## config.mk

```make
export PLATFORM = sky130hd
export DESIGN_NAME = fact_cu_wdt
export DESIGN_NICKNAME = d
export VERILOG_FILES = /design/src/rtl/fact_cu_wdt.sv
export SDC_FILE = /design/constraint.sdc
export NUM_CORES = 1
export LEC_CHECK = 0
export BUFFER_PORTS_ARGS = -buffer_cell sky130_fd_sc_hd__clkbuf_2
export CAP_MARGIN = 5
export CORE_AREA = 2 2 39 41
export DETAILED_ROUTE_END_ITERATION = 6
export DIE_AREA = 0 0 41 43
export GPL_ROUTABILITY_DRIVEN = 0
export HOLD_SLACK_MARGIN = 0.15
export PLACE_DENSITY = 0.47
export SLEW_MARGIN = 10
export SYNTH_ARGS = -nofsm -noshare
export SYNTH_HDL_FRONTEND = slang
export SYNTH_SLANG_ARGS = --single-unit
```

## constraint.sdc

```tcl
create_clock -name clk -period 1.5 [get_ports clk]
set_input_delay 0.15 -clock clk [delete_from_list [all_inputs] [get_ports clk]]
set_output_delay 0.15 -clock clk [all_outputs]
set_load 0.05 [all_outputs]
```

## src/rtl/fact_cu_wdt.sv

```systemverilog
// Watchdog for the CHECK/MULT loop: counts cycles spent looping and flags a
// trip on the cycle that would exceed the allowed WD_LIMIT cycles.
module fact_cu_wdt #(
  parameter int WD_LIMIT = 64,
  parameter int WD_WIDTH = 7
) (
  input  logic clk,
  input  logic rst,
  input  logic clr,
  input  logic inc,
  output logic trip
);

  logic [WD_WIDTH-1:0] cnt;

  // Cycle counter: cleared before a computation, advanced while looping,
  // held otherwise (DONE/ERROR).
  always_ff @(posedge clk or posedge rst) begin
    if (rst)      cnt <= '0;
    else if (clr) cnt <= '0;
    else if (inc) cnt <= cnt + WD_WIDTH'(1);
  end

  // cnt counts completed loop cycles, so the current one is the
  // WD_LIMIT-th when cnt == WD_LIMIT-1; leave on the next edge.
  assign trip = inc && (cnt == WD_WIDTH'(WD_LIMIT - 1));

endmodule

```

# After elaboration in Yosys (flattened, before gate mapping)
# Cells that the tools add are included.
# Widths: inputs -> output; s select.
# op_classes
addsub,1
n_eq_ne,1
n_mux,2
n_reduce_logical,2
# ops
operator,count
$mux 7,2
$add 7x1->7 const B,1
$eq 7x6->1 const B,1
$reduce_bool 2->1,1
$logic_and 1x1->1,1
# word_totals
ff_bits,7
out_inout_bits,1
word_cells,7

# Depth between registers and ports, before layout
# depth
ltp_word,3
ltp_mapped,4
mapped_depth_nobuf,4

# Worst setup path before layout
# OpenSTA, ideal clock, no wires.
# synth_timing
path_type,register to output
startpoint,register cnt[0]
endpoint,output trip
arrival_ns,1.351
required_ns,1.350
slack_ns,-0.001
stages_incl_launch_ff,5
path_buffers,0
path_cell_list,dfrtp_1 > ha_1 > nand4_1 > or3_1 > inv_1
# synth_via
elab_chain_cells,2
# synth_rtl
item,line_no,source
from (decl),14,logic [WD_WIDTH-1:0] cnt;
from (signal assigned),21,else if (inc) cnt <= cnt + WD_WIDTH'(1);
$eq 7x6->1,26,assign trip = inc && (cnt == WD_WIDTH'(WD_LIMIT - 1));
$logic_and 1x1->1,26,
to (decl),11,output logic trip
# Every way passes these cells.

# Final worst setup path
# layout_timing
startpoint,register cnt[1]
endpoint,output trip
# The elaborated chain is that of the path after synthesis.

==> out/qor.csv <==
stage,metric,value,unit
route,ant_nets,0,
critical_path,arrival,1.53,ns
power_and_ir_drop,clock_power_share,0.423,
cells_and_area,syn_to_final_growth,46.0,%
power_and_ir_drop,power_density,893,mW/mm2
cells_and_area,final_layout_size_suffix_gt1_frac,0.333,
placed_design,dp_cells,56,
timing,fmax,0.596,GHz
global_routing,antenna_found_initial,0,
critical_path,crit_type,flip-flop to output pin,
floorplanning,die_w,41,um
critical_path,path_max_fanout,3,
cells_and_area,regMostFlops,cnt,
global_routing,grt_usage,0.103,
route,vias,256,
critical_path,start_kind,flip-flop,
cells_and_area,layout_common_cells,"dfrtp_1 (7), nor2_1 (5), buf_4 (5)",
cells_and_area,seqCellArea,175,um2
route,wl,597,um
cts,path_clk_slew,0.05,ns
outcome,status,"finished, violations left",
power_and_ir_drop,switching_share,0.228,
timing,fin_crit,1.68,ns
cells_and_area,nNetsFinal,51,
outcome,violations,setup timing,
route,drt_iter0_drc,4,
timing,finalCritPeriodShare,1.12,
floorplanning,core,0.00138,mm2
route,drt-wirelength-per-cell,9.79,um
cells_and_area,utilization,0.333,
cells_and_area,layout_commonest_cell,dfrtp_1,
cts,clock_latency,0.25,ns
critical_path,path_cells,ha_2 -> nand4_1 -> or3_4 -> clkinvlp_4 -> clkbuf_16,
route,viasPerCell,4.20,
placed_design,hpwl,449,um
power_and_ir_drop,seq_power_share,0.481,
timing,setup_violations,1,
yosys,synth_seq_cells,7,
global_routing,overflow,0,
critical_path,critical_path.max_stage_delay,0.38,ns
critical_path,r2r_start,cnt[2],
global_routing,grt_pass1_wl,1.09,mm
yosys,yosysSeqAreaShare,0.556,
timing,fin_hold_ws,0.161,ns
power_and_ir_drop,p_int,317,uW
cells_and_area,largestRegisters,cnt: 7 flops,
cts,clockBufferDepth,2,
timing,worst_pin_slew,0.278,ns
cells_and_area,multi_input_area,140,um2
cts,tritoncts,done,
timing,tns,-0.177,ns
cts,cts_buffers,3,
floorplanning,core.rowCount,14,
hold_path,hold_class,input port to flip-flop,
critical_path,crit_start,cnt[1],
floorplanning,start_util,0.228,
yosys,syn_inst,31,
yosys,syn_nets,36,
cells_and_area,final_cells,61,
power_and_ir_drop,power_frac_comb,0.096,
global_routing,grt_pass1_vias,271,
yosys,yosys.cell_types.count,12,
floorplanning,die_y,43,um
critical_path,worstSetupEndpoint,trip,
placed_design,io_buffers,4,
timing,fin_ws,-0.177,ns
power_and_ir_drop,leakage,0.212,nW
critical_path,critPathRequiredTime,1.35,ns
cells_and_area,n_fill_cell,152,
yosys,yosysWarnings,0,
power_and_ir_drop,irDropWorstVdd,0.000427,V
placed_design,pre_cts_ws,-0.0870,ns
yosys,synth_area,315,um2
route,drc,0,
critical_path,r2r_slack,0.26,ns
job,maxCapViolations,0,
cts,ctsHtreeMaxLevel,1,
cts,cts_root_buf,clkbuf_4,
critical_path,cp_slowest_cell,or3_4,
critical_path,r2r_cells,4,
cts,cts.sinks,7,
cells_and_area,n_antenna_cell,0,
yosys,avgSynthCellArea,10.2,um2
global_routing,grt_max_degree,8,
floorplanning,pin_count,5,
critical_path,rr_endpoint,cnt[5],
route,drtPass1Iterations,3,
power_and_ir_drop,power.switching,93.7,uW
floorplanning,die_area,0.00176,mm2
timing,slew-limit-headroom,0.815,
cells_and_area,largest_register_ffs,7,
timing,drv_slew,0,
timing,hold_viol,0,
critical_path,crit_path_end_kind,output pin,
timing,grt_setup_unrepaired,true,
timing,fin_skew,0.00207,ns
==> worst min-delay path by stage <==
stage | start | end | slack, ns | cells past startpoint
global route | clr | cnt[5] | 0.18 | 2
CTS | clr | cnt[5] | 0.15 | 2
global placement | rst | cnt[5] | 0.09 | 2
floorplan | rst | cnt[0] | -0.05 | 1
finish | clr | cnt[6] | 0.16 | 2
detailed placement | rst | cnt[3] | 0.08 | 2
==> Yosys cell counts <==
cell,number,area share
dfrtp_1,7,0.56
nor2_1,5,0.060
nand2_1,3,0.036
xor2_1,3,0.083
a21oi_1,2,0.032
inv_1,2,0.024
nand4_1,2,0.040
o21ai_0,2,0.032
or3_1,2,0.040
ha_1,1,0.040
mux2i_1,1,0.032
xnor2_1,1,0.028
==> layout make-up <==
cell class,count,area share
Clock buffer,4,0.0571
Inverter,2,0.0245
Multi-Input combinational cell,22,0.304
Sequential cell,7,0.380
Tap cell,16,0.0435
Timing Repair Buffer,10,0.190
==> power groups by stage <==
stage | combinational [mW] | sequential [mW] | clock, mW
after floorplan | 0.0148 | 0.202 | 0
after global routing | 0.0464 | 0.198 | 0.188
after global placement | 0.0382 | 0.201 | 0
final | 0.0394 | 0.198 | 0.174
after detailed placement | 0.0378 | 0.201 | 0
after CTS | 0.0401 | 0.198 | 0.184
==> per-layer routing <==
metal	part of all wire	vias up	track usage
met3	0.042	2	0.0471
met1	0.47	119	0.120
met5	0	-	0
met4	0.020	0	0.100
li1	-	131	-
met2	0.47	4	0.128
==> logic make-up (layout without fill, tap and decap cells) <==
logic type | count (synthesis) | in the layout | synth area share
xor+xnor | 4 | 4 | 0.111
flops | 7 | 7 | 0.556
mux | 1 | 1 | 0.0317
simple gates | 12 | 12 | 0.175
compound gates | 4 | 4 | 0.0635
buf+inv | 2 | 16 | 0.0238
fa+ha+maj | 1 | 1 | 0.0397
==> through the flow <==
| stage | power [mW] | cell area [um2] |
|---|---|---|
| finish | 0.411 | 460 |
| detailed placement | 0.239 | 397 |
| CTS | 0.422 | 458 |
| global route | 0.433 | 460 |
| global placement | 0.239 | 397 |
| floorplan | 0.217 | 319 |
==> timing repair <==
item | in CTS | in global routing
pin swaps | 2 | 0
hold buffers | 1 | 0
setup buffers | 0 | 0
endpoints found under the hold margin | 7 | 0
endpoints found under the setup margin | 1 | 1
resized for setup | 4 | 1
==> worst max-delay path: cells and delay by family (launching register included) <==
kind,cells,cell delay [ns]
AND/OR/NAND/NOR,2,0.51
buffers and inverters,2,0.24
flip-flops,1,0.35
adder cells (fa/ha/maj),1,0.18
Power figures use the tool's default switching activity.
